===== src/rtl/aud_key_pkg.sv =====
// Shared definitions for the audio key controller.
// Holds the FSM state encoding, the key-index constants, the command-select
// encoding and the helpers that map keys to commands and commands to
// active-low output vectors.
package aud_key_pkg;

    // FSM state encoding
    localparam logic [1:0] ST_BOOT = 2'd0;
    localparam logic [1:0] ST_INIT = 2'd1;
    localparam logic [1:0] ST_WAIT = 2'd2;
    localparam logic [1:0] ST_RUN  = 2'd3;

    // Key indices, named after the commands they carry in each mode
    localparam logic [1:0] KEY_START_PLAY   = 2'd0;
    localparam logic [1:0] KEY_NEXT_RESTART = 2'd1;
    localparam logic [1:0] KEY_INIT_VOLUP   = 2'd2;
    localparam logic [1:0] KEY_VOLDOWN      = 2'd3;

    // Command select
    typedef enum logic [2:0] {
        CMD_NONE    = 3'd0,
        CMD_INIT    = 3'd1,
        CMD_START   = 3'd2,
        CMD_NEXT    = 3'd3,
        CMD_PLAY    = 3'd4,
        CMD_RESTART = 3'd5,
        CMD_VOLUP   = 3'd6,
        CMD_VOLDOWN = 3'd7
    } cmd_e;

    // Bit positions of the commands inside the active-low output vector
    localparam int OUT_INIT    = 0;
    localparam int OUT_START   = 1;
    localparam int OUT_NEXT    = 2;
    localparam int OUT_PLAY    = 3;
    localparam int OUT_RESTART = 4;
    localparam int OUT_VOLUP   = 5;
    localparam int OUT_VOLDOWN = 6;
    localparam int OUT_W       = 7;

    // mode = 1 : control (player stopped), mode = 0 : manipulate (running)
    function automatic cmd_e key_cmd(input logic [1:0] idx, input logic mode);
        cmd_e c;
        c = CMD_NONE;
        if (mode) begin
            case (idx)
                KEY_START_PLAY:   c = CMD_START;
                KEY_NEXT_RESTART: c = CMD_NEXT;
                KEY_INIT_VOLUP:   c = CMD_INIT;
                default:          c = CMD_NONE;
            endcase
        end else begin
            case (idx)
                KEY_START_PLAY:   c = CMD_PLAY;
                KEY_NEXT_RESTART: c = CMD_RESTART;
                KEY_INIT_VOLUP:   c = CMD_VOLUP;
                default:          c = CMD_VOLDOWN;
            endcase
        end
        return c;
    endfunction

    // One-cold decode; CMD_NONE leaves every output released
    function automatic logic [OUT_W-1:0] cmd_decode_n(input cmd_e c);
        logic [OUT_W-1:0] n;
        n = '1;
        case (c)
            CMD_INIT:    n[OUT_INIT]    = 1'b0;
            CMD_START:   n[OUT_START]   = 1'b0;
            CMD_NEXT:    n[OUT_NEXT]    = 1'b0;
            CMD_PLAY:    n[OUT_PLAY]    = 1'b0;
            CMD_RESTART: n[OUT_RESTART] = 1'b0;
            CMD_VOLUP:   n[OUT_VOLUP]   = 1'b0;
            CMD_VOLDOWN: n[OUT_VOLDOWN] = 1'b0;
            default:     n = '1;
        endcase
        return n;
    endfunction

endpackage


===== src/rtl/aud_key_debounce.sv =====
// One push-button channel: 2-flop synchronizer, run-length debouncer and
// press (1->0) detector.
// The debounced level follows the synchronized sample once that sample has
// been seen DEB_CNT times in a row; the run counter saturates at DEB_CNT.
// The first settled level after reset is adopted silently, so a key that is
// held through reset never produces a press.
module aud_key_debounce
    import aud_key_pkg::*;
#(
    parameter int unsigned DEB_CNT = 1000000
) (
    input  logic clk,
    input  logic rst_n,
    input  logic key_raw,
    output logic press
);

    localparam int unsigned       CW      = $clog2(DEB_CNT + 1);
    localparam logic [CW-1:0]     RUN_MAX = CW'(DEB_CNT);

    logic          meta_q;
    logic          sync_q;
    logic          prev_q;
    logic          stable_q, stable_d;
    logic          armed_q,  armed_d;
    logic          press_q,  press_d;
    logic [CW-1:0] run_q,    run_d;

    // Run length of identical samples, debounced level and press detect
    always_comb begin
        run_d = run_q;
        if (sync_q != prev_q) begin
            run_d = CW'(1);
        end else if (run_q != RUN_MAX) begin
            run_d = run_q + 1'b1;
        end

        stable_d = stable_q;
        if (run_d == RUN_MAX) begin
            stable_d = sync_q;
        end

        armed_d = armed_q | (run_d == RUN_MAX);
        press_d = armed_q & stable_q & ~stable_d;
    end

    // Synchronizer and debouncer state; levels reset to released
    always_ff @(posedge clk or negedge rst_n) begin
        if (!rst_n) begin
            meta_q   <= 1'b1;
            sync_q   <= 1'b1;
            prev_q   <= 1'b1;
            stable_q <= 1'b1;
            armed_q  <= 1'b0;
            press_q  <= 1'b0;
            run_q    <= '0;
        end else begin
            meta_q   <= key_raw;
            sync_q   <= meta_q;
            prev_q   <= sync_q;
            stable_q <= stable_d;
            armed_q  <= armed_d;
            press_q  <= press_d;
            run_q    <= run_d;
        end
    end

    assign press = press_q;

endmodule


===== src/rtl/aud_key_ctrl.sv =====
// Audio player key controller: four debounced push-buttons are turned into
// single fixed-width active-low command pulses, mapped by player mode.
// Build option AUD_KEY_AUTOINIT_EN: when defined, a boot sequence issues an
// automatic INIT pulse after reset; when undefined the controller starts in
// RUN with BUSY low and INIT only comes from KEY[2] in control mode.
//
// state | meaning
// BOOT  | counting BOOT_DLY clocks after reset release
// INIT  | automatic INIT pulse in progress
// WAIT  | waiting for AUDINF_ISREADY
// RUN   | accepting key presses
module aud_key_ctrl
    import aud_key_pkg::*;
#(
    parameter int unsigned DEB_CNT   = 1000000,
    parameter int unsigned PULSE_LEN = 4,
    parameter int unsigned BOOT_DLY  = 50000
) (
    input  logic       CLOCK_50,
    input  logic       AUDINF_RESET,
    input  logic [3:0] KEY,
    input  logic       AUDINF_MODE,
    input  logic       AUDINF_ISREADY,
    output logic       AUDINF_INIT,
    output logic       AUDINF_START,
    output logic       AUDINF_NEXT,
    output logic       AUDINF_PLAY,
    output logic       AUDINF_RESTART,
    output logic       AUDINF_VOLUP,
    output logic       AUDINF_VOLDOWN,
    output logic       BUSY
);

    localparam logic [7:0]  PULSE_LEN_C = 8'(PULSE_LEN);
    localparam logic [19:0] BOOT_LAST   = 20'(BOOT_DLY - 1);

`ifdef AUD_KEY_AUTOINIT_EN
    localparam logic [1:0] ST_RST   = ST_BOOT;
    localparam logic       BUSY_RST = 1'b1;
`else
    localparam logic [1:0] ST_RST   = ST_RUN;
    localparam logic       BUSY_RST = 1'b0;
`endif

    logic [3:0]       press;
    logic             key_hit;
    logic [1:0]       key_sel;
    cmd_e             key_cmd_c;

    logic [1:0]       state_q,     state_d;
    logic [19:0]      boot_cnt_q,  boot_cnt_d;
    logic [7:0]       pulse_cnt_q, pulse_cnt_d;
    cmd_e             cmd_sel_q,   cmd_sel_d;
    logic [OUT_W-1:0] cmd_n_q,     cmd_n_d;
    logic             busy_q,      busy_d;

    for (genvar g = 0; g < 4; g++) begin : g_key
        aud_key_debounce #(
            .DEB_CNT (DEB_CNT)
        ) u_deb (
            .clk     (CLOCK_50),
            .rst_n   (AUDINF_RESET),
            .key_raw (KEY[g]),
            .press   (press[g])
        );
    end

    // Lowest key index wins among simultaneous presses
    always_comb begin
        key_hit = |press;
        key_sel = 2'd0;
        for (int i = 3; i >= 0; i--) begin
            if (press[i]) key_sel = 2'(i);
        end
    end

    // Mode is sampled only here, in the press-detect cycle
    assign key_cmd_c = key_cmd(key_sel, AUDINF_MODE);

    // Sequencer, pulse timer and output decode
    always_comb begin
        state_d     = state_q;
        boot_cnt_d  = boot_cnt_q;
        pulse_cnt_d = pulse_cnt_q;
        cmd_sel_d   = cmd_sel_q;

        if (pulse_cnt_q != '0) pulse_cnt_d = pulse_cnt_q - 1'b1;

        case (state_q)
            ST_BOOT: begin
                if (boot_cnt_q == BOOT_LAST) begin
                    state_d     = ST_INIT;
                    boot_cnt_d  = '0;
                    pulse_cnt_d = PULSE_LEN_C;
                    cmd_sel_d   = CMD_INIT;
                end else begin
                    boot_cnt_d = boot_cnt_q + 1'b1;
                end
            end
            ST_INIT: begin
                if (pulse_cnt_q <= 8'd1) state_d = ST_WAIT;
            end
            ST_WAIT: begin
                if (AUDINF_ISREADY) state_d = ST_RUN;
            end
            ST_RUN: begin
                // Presses arriving while a pulse is active are dropped
                if (pulse_cnt_q == '0 && key_hit && key_cmd_c != CMD_NONE) begin
                    pulse_cnt_d = PULSE_LEN_C;
                    cmd_sel_d   = key_cmd_c;
                end
            end
            default: state_d = ST_RST;
        endcase

        if (pulse_cnt_d == '0) cmd_sel_d = CMD_NONE;

        cmd_n_d = cmd_decode_n(cmd_sel_d);
        busy_d  = (state_d != ST_RUN) || (pulse_cnt_d != '0);
    end

    // Registered state; reset releases all outputs at once
    always_ff @(posedge CLOCK_50 or negedge AUDINF_RESET) begin
        if (!AUDINF_RESET) begin
            state_q     <= ST_RST;
            boot_cnt_q  <= '0;
            pulse_cnt_q <= '0;
            cmd_sel_q   <= CMD_NONE;
            cmd_n_q     <= '1;
            busy_q      <= BUSY_RST;
        end else begin
            state_q     <= state_d;
            boot_cnt_q  <= boot_cnt_d;
            pulse_cnt_q <= pulse_cnt_d;
            cmd_sel_q   <= cmd_sel_d;
            cmd_n_q     <= cmd_n_d;
            busy_q      <= busy_d;
        end
    end

    assign AUDINF_INIT    = cmd_n_q[OUT_INIT];
    assign AUDINF_START   = cmd_n_q[OUT_START];
    assign AUDINF_NEXT    = cmd_n_q[OUT_NEXT];
    assign AUDINF_PLAY    = cmd_n_q[OUT_PLAY];
    assign AUDINF_RESTART = cmd_n_q[OUT_RESTART];
    assign AUDINF_VOLUP   = cmd_n_q[OUT_VOLUP];
    assign AUDINF_VOLDOWN = cmd_n_q[OUT_VOLDOWN];
    assign BUSY           = busy_q;

endmodule


===== config.mk =====
export PLATFORM = sky130hd
export DESIGN_NAME = aud_key_ctrl
export DESIGN_NICKNAME = d
export VERILOG_FILES = /design/src/rtl/aud_key_pkg.sv /design/src/rtl/aud_key_debounce.sv /design/src/rtl/aud_key_ctrl.sv
export SDC_FILE = /design/constraint.sdc
export NUM_CORES = 1
export LEC_CHECK = 0
export ABC_AREA = 1
export BUFFER_PORTS_ARGS = -buffer_cell sky130_fd_sc_hd__buf_2
export CAP_MARGIN = 20
export CORE_ASPECT_RATIO = 0.8
export CORE_MARGIN = 5
export CORE_UTILIZATION = 55
export CTS_CLUSTER_DIAMETER = 100
export CTS_CLUSTER_SIZE = 8
export DETAILED_ROUTE_END_ITERATION = 16
export PLACE_DENSITY = 0.78
export SYNTH_ARGS = -nofsm -noshare
export SYNTH_HDL_FRONTEND = slang
export SYNTH_HIERARCHICAL = 1
export SYNTH_SLANG_ARGS = --single-unit

===== constraint.sdc =====
create_clock -name CLOCK_50 -period 2.66 [get_ports CLOCK_50]
set_input_delay 0.266 -clock CLOCK_50 [delete_from_list [all_inputs] [get_ports CLOCK_50]]
set_output_delay 0.266 -clock CLOCK_50 [all_outputs]
set_load 0.01 [all_outputs]

==> results of run 1 <==
-- area by class of cell --
type | count | share of cell area, %
clock buffers | 19 | 4.38
clock inverters | 13 | 1.54
inverters | 267 | 9.71
multi-input cells | 915 | 44.7
flip-flops and latches | 145 | 35.4
well taps | 220 | 2.66
repair buffers | 24 | 1.68
-- sequential cells by signal (all words and copies together) (netlist names), 4 cells and up --
name,count
boot_cnt_q,20
pulse_cnt_q,8
g_key.u_deb/run_q,80
g_key.u_deb/sync_q,4
g_key.u_deb/prev_q,4
cmd_n_q,7
g_key.u_deb/armed_q,4
g_key.u_deb/meta_q,4
g_key.u_deb/stable_q,4
g_key.u_deb/press,4
-- report_power, final --
part / switching (uW) / leakage (uW) / total [uW] / internal (uW)
combinational: 259 / 0.00304 / 381 / 122
clock: 956 / 0.000296 / 2480 / 1520
sequential: 66.7 / 0.00189 / 2330 / 2270
total: 1280 / 0.00523 / 5200 / 3910
-- cell families after synthesis --
| logic type | Yosys count | synth area share [%] |
|---|---|---|
| buffers and inverters | 273 | 11.1 |
| flip-flops | 145 | 39.3 |
| XOR/XNOR | 21 | 2.30 |
| adder cells (fa/ha/maj) | 15 | 2.02 |
| AND/OR/NAND/NOR | 818 | 41.6 |
| AO/OA/AOI/OAI | 61 | 3.75 |
-- metrics by stage --
| stage | hold slack [ns] | setup WS, ns | utilization [%] | area (sq um) |
|---|---|---|---|---|
| floorplan | -0.0296 | 0.775 | - | 9310 |
| global placement | 0.242 | 0.457 | 58.3 | 9680 |
| detailed placement | 0.251 | 0.377 | 58.3 | 9680 |
| CTS | 0.222 | 0.304 | 62.3 | 10300 |
| global route | 0.243 | 0.191 | 62.3 | 10300 |
| finish | 0.239 | 0.442 | 62.3 | 10300 |
-- repair_timing --
item / CTS / global route
hold buffers: 5 / 0
hold endpoints to repair: 39 / 0
resized for setup: 0 / 1
setup endpoints to repair: 0 / 1
-- worst paths after layout --
path,start,endpoint
worst max-delay path,state_q[0],boot_cnt_q[14]
worst min-delay path,AUDINF_ISREADY,state_q[0]
worst max register to register,state_q[0],boot_cnt_q[14]
worst min register to register,g_key[2].u_deb/meta_q,g_key[2].u_deb/sync_q
max in group asynchronous,AUDINF_RESET,g_key[0].u_deb/meta_q
min in group asynchronous,AUDINF_RESET,g_key[3].u_deb/run_q[11]
-- cells in the final DEF (no fill, tap or decap), drive strengths merged --
cell type,count
a211oi,2
a21oi,23
a31oi,1
and3,4
buf,19
bufinv,3
clkbuf,19
clkinv,5
clkinvlp,3
dfrtp,120
dfstp,25
dlygate4sd3,5
ha,15
inv,269
nand2,342
nand3,147
nand3b,4
nand4,58
nor2,233
nor3,20
nor3b,2
nor4,2
o211ai,1
o21a,1
o21ai,32
o21bai,1
or2,6
xnor2,7
xor2,14
-- critical path, cell delays in order (launching register included) --
cell,delay [ns]
sky130_fd_sc_hd__dfstp_2,0.39
sky130_fd_sc_hd__inv_1,0.08
sky130_fd_sc_hd__ha_2,0.36
sky130_fd_sc_hd__nand2_1,0.12
sky130_fd_sc_hd__nor2_1,0.15
sky130_fd_sc_hd__inv_1,0.08
sky130_fd_sc_hd__nor2_1,0.20
sky130_fd_sc_hd__nand4_1,0.19
sky130_fd_sc_hd__nor2_1,0.20
sky130_fd_sc_hd__nand4_1,0.13
sky130_fd_sc_hd__o21ai_1,0.14
sky130_fd_sc_hd__a21oi_1,0.05
-- per-layer routing --
layer | share of wire (%) | wire, um | global-route usage [%] | vias up
met5 | 0 | 0 | 0 | -
met4 | 1.4 | 309 | 6.64 | 0
met3 | 6.2 | 1320 | 4.29 | 32
met2 | 44 | 9540 | 35.2 | 282
met1 | 48 | 10300 | 33.0 | 3872
li1 | - | - | - | 4243
==> impl_metrics.yaml, run 1 <==
power:
  leak_uw: 0.00523
  worst_ir_drop_vdd_mv: 0.351
  total_power_uw: 5200
  power.density_nw_per_um2: 502
sta:
  rsz_0062_raised_after_global_routing: "no"
  clock_skew_ns: 0.00975
  fin_crit_period_ns: 2.22
  slew_violations: 0
  fmax_mhz: 451
  setup_violations: 0
  final.period_utilization_pct: 83.4
  slew_headroom_pct: 42.8
  report.final.hold_viol_count: 0
  finalSetupTns_ns: 0
  tightest_slew_ns: 0.854
floorplan:
  dieHeight_um: 126
  initial_utilization_pct: 56.1
  placeableCoreArea_sq_um: 16600
  die_area_sq_um: 19700
  placement_rows: 42
  die_w_um: 155
  ios: 16
logic_synthesis:
  yosys.cell_count.top_type: "sky130_fd_sc_hd__nand2_1"
  synth_area_leader_cell: "sky130_fd_sc_hd__dfrtp_1"
  synth_top_area_share_pct: 32.2
  yosys_most_used_dff: "sky130_fd_sc_hd__dfrtp_1"
  synth.yosys.seq_area_share_pct: 39.3
  ys_top_cells_by_count: "322 x sky130_fd_sc_hd__nand2_1, 247 x sky130_fd_sc_hd__inv_1, 188 x sky130_fd_sc_hd__nor2_1"
  synth-edff-count: 0
  synth_top_cells_by_area: "sky130_fd_sc_hd__dfrtp_1 32%, sky130_fd_sc_hd__nand2_1 13%, sky130_fd_sc_hd__inv_1 10%"
  post_synth.cell_area_avg_sq_um: 6.99
  netlist-cell-type-count: 39
  synth_seq_cells: 145
  synth-warning-count: 6
  postSynthNetCount: 1356
  post_synth_inst_count: 1333
  synth-async-reset-ratio_pct: 100
  area_of_the_mapped_netlist_sq_um: 9310
grt:
  largest_net_degree_at_the_start_of_global_routing: 53
  grt_use_total_pct: 22.9
  antenna_violations_before_repair: 0
  grt_first_pass_wirelength_mm: 37.4
  number_of_global_route_vias_before_repair: 7894
  globalRoute.totalOverflow: 0
clock_tree:
  max-clock-path-buffers: 2
  tritoncts.num_buffers: 17
  clk_transition_reported_paths_ns: 0.06
  cts.root.buffer_cell: "sky130_fd_sc_hd__clkbuf_16"
  post_cts_buffers: 0
  worst_skew_pair_later_pin_latency_ns: 0.43
  cts-htree-levels: 4
  clock_sinks: 145
  clock_tree_from_tritoncts: "yes"
drt:
  detail_route.first_pass.iterations: 5
  drt-vias-per-instance: 5.26
  drt_iter0_drc: 711
  ant_nets: 0
  drt_wl_total_mm: 21.5
  vias: 8429
  routedWlPerCell_um: 13.4
  route.detailed.drc: 0
finish:
  ff_latch_area_sq_um: 3660
  multiInputGateArea_sq_um: 4620
  num_antenna_cells: 0
  synthToLayoutAreaGrowth_pct: 11.1
  final_cell_count_no_fill: 1603
  share_of_post_route_cells_with_drive_strength_above_1_pct: 14.5
  final_nets: 1393
  layout.filler_cells: 1462
placement:
  hpwl_mm: 16.0
  replace_congestion: 0.935
  placed_cells: 1566
  port-buffer-count: 15
worst_setup_path:
  r2r_slack_ns: 0.44
  critPathArrivalTime_ns: 2.53
  timing.critical_path.required_ns: 2.97
  rr_worst_depth: 11
  endpoint_kind: "flop"
  setup.worst_path.start_class: "flop"
  timing_worst_setup_path_type: "flop to flop"
  cp_max_fo: 15
job:
  timing.max_cap.violations: 0
run_status:
  status: "complete, no violations"
hold_path:
  min-delay-path-class: "primary input to flop"
  timing.hold.worst_path_depth: 5
(Power assumes the default switching activity.)
==> run 2, diff against run 1 <==
==> constraint.sdc (replaced) <==
create_clock -name CLOCK_50 -period 2.2 [get_ports CLOCK_50]
set_input_delay 0.22 -clock CLOCK_50 [delete_from_list [all_inputs] [get_ports CLOCK_50]]
set_output_delay 0.22 -clock CLOCK_50 [all_outputs]
set_load 0.01 [all_outputs]
==> run 2 against run 1 <==
Against the previous run:
- total power up 18%
- non-clock buffer count up 9
- sequential share of layout area decreased by 0.43 points
- sequential power grew 21%
- fmax grew 8.5%
- first-iteration DRC count fell by 0.14%
- largest cell class unchanged
==> impl_metrics.yaml, run 2 (synthesis gave the netlist of run 1 again) <==
drt:
  drt-vias-per-instance: 5.28
  route.detailed.drc: 0
  ant_nets: 0
  routedWlPerCell_um: 13.8
  vias: 8522
  drt_iter0_drc: 710
  detail_route.first_pass.iterations: 6
  drt_wl_total_mm: 22.2
placement:
  hpwl_mm: 16.3
  port-buffer-count: 15
  replace_congestion: 0.978
  placed_cells: 1571
sta:
  slew_violations: 0
  tightest_slew_ns: 0.613
  setup_violations: 0
  rsz_0062_raised_after_global_routing: "yes"
  fmax_mhz: 489
  fin_crit_period_ns: 2.04
  report.final.hold_viol_count: 0
  slew_headroom_pct: 58.9
  final.period_utilization_pct: 92.9
  clock_skew_ns: 0.0133
floorplan:
  dieHeight_um: 126
  die_area_sq_um: 19700
  placement_rows: 42
  placeableCoreArea_sq_um: 16600
  initial_utilization_pct: 56.1
  ios: 16
  die_w_um: 155
clock_tree:
  worst_skew_pair_later_pin_latency_ns: 0.43
  clock_tree_from_tritoncts: "yes"
  cts-htree-levels: 4
  max-clock-path-buffers: 2
  cts.root.buffer_cell: "sky130_fd_sc_hd__clkbuf_16"
  clk_transition_reported_paths_ns: 0.07
  tritoncts.num_buffers: 17
  clock_sinks: 145
power:
  power.density_nw_per_um2: 586
  worst_ir_drop_vdd_mv: 0.449
  leak_uw: 0.00524
worst_setup_path:
  critPathArrivalTime_ns: 2.35
  max_stage_delay_ns: 0.40
  worst_path_max_delay_cell: "sky130_fd_sc_hd__dfrtp_1"
  timing_worst_setup_path_type: "flop to flop"
  timing.critical_path.cells: "inv_2 > ha_4 > nand2_1 > nor2_4 > nand2_4 > nor2_4 > nand2_2 > nand2_4 > nand3_4 > nand2_2 > nand2_2 > nor2_4 > nand2_4 > inv_4 > nand3_2"
  setup.worst_path.start_class: "flop"
  rr_worst_depth: 15
  r2r_slack_ns: 0.16
  endpoint_kind: "flop"
  cp_max_fo: 8
  timing.critical_path.required_ns: 2.50
finish:
  max_flop_register: "g_key.u_deb/run_q"
  share_of_post_route_cells_with_drive_strength_above_1_pct: 16.0
  postLayoutCoreUtil_pct: 63.1
  largest_registers: "g_key.u_deb/run_q: 80 flops, boot_cnt_q: 20 flops, pulse_cnt_q: 8 flops"
  final_cell_count_no_fill: 1613
  num_antenna_cells: 0
  synthToLayoutAreaGrowth_pct: 12.5
  largest_register_ffs: 80
  layout_commonest_cell: "sky130_fd_sc_hd__nand2_1"
  final_cell_mix: "319 x sky130_fd_sc_hd__nand2_1, 244 x sky130_fd_sc_hd__inv_1, 183 x sky130_fd_sc_hd__nor2_1"
  layout.filler_cells: 1470
  final_nets: 1403
hold_path:
  timing.hold.worst_path_depth: 5
  min-delay-path-class: "primary input to flop"
grt:
  grt_first_pass_wirelength_mm: 37.7
  largest_net_degree_at_the_start_of_global_routing: 53
  globalRoute.totalOverflow: 0
  number_of_global_route_vias_before_repair: 7903
  grt_use_total_pct: 23.1
  antenna_violations_before_repair: 0
job:
  timing.max_cap.violations: 0
run_status:
  status: "complete, no violations"
run 2: changes by cell type in the layout (fill, tap and decap cells not counted), sizes merged, moves of 2 or more:
cell / change
buf: +9
inv: +5
clkinv: -3
bufinv: -2
clkbuf: -2
clkinvlp: +2
run 2: layer usage:
layer  GRT usage, %  vias to the layer above  part of all wire (%)
met5              0                        -                     0
met4           5.92                        0                   1.0
met1           35.8                     3950                    49
li1               -                     4260                     -
met3           3.64                       23                   6.5
met2           33.6                      289                    43
run 2: cell type report:
type	count	area, sq um	area share [%]
tap	220	275	2.63
clock inverter	15	149	1.42
sequential	145	3660	34.9
timing repair buffer	33	254	2.42
inverter	267	1000	9.59
multi-input combinational	916	4710	44.9
clock buffer	17	425	4.06
run 2: worst max-delay path: cells and delay by family (launching register included):
kind | cells | cell delay, ns
adders and majority gates | 1 | 0.14
buffers and inverters | 2 | 0.18
DFF | 1 | 0.40
and+or+nand+nor | 12 | 1.18
run 2: what timing repair did:
item / CTS / global route
gates resized for setup: 1 / 19
pin swaps: 0 / 3
buffers inserted: 0 / 4
hold buffers: 5 / 0
setup endpoints to repair: 1 / 21
hold endpoints to repair: 47 / 0
gates cloned: 0 / 1
run 2: report_power, final:
| group | total [uW] | switching, uW | leakage (uW) | internal (uW) |
|---|---|---|---|---|
| clock | 2840 | 1250 | 0.000266 | 1590 |
| sequential | 2830 | 84.5 | 0.00189 | 2740 |
| combinational | 476 | 317 | 0.00309 | 159 |
run 2: path summary, 6_finish.rpt:
path / start / to
worst max-delay path: pulse_cnt_q[0] / BUSY
worst min-delay path: AUDINF_ISREADY / state_q[0]
worst max register to register: pulse_cnt_q[0] / BUSY
worst min register to register: g_key[2].u_deb/meta_q / g_key[2].u_deb/sync_q
max in group asynchronous: AUDINF_RESET / cmd_n_q[6]
min in group asynchronous: AUDINF_RESET / g_key[3].u_deb/run_q[12]
run 2: per-stage QoR:
step	cell area [sq um]	TNS, ns	setup slack, ns	total power, uW	hold WS [ns]
3_5_place_dp	9730	0	0.0398	3330	0.202
3_3_place_gp	9730	0	0.146	3320	0.202
6_report	10500	0	0.156	6140	0.196
5_1_grt	10500	-0.0152	-0.00934	6380	0.223
4_1_cts	10400	0	0.0958	6180	0.177
2_1_floorplan	9310	0	0.315	3160	-0.0756
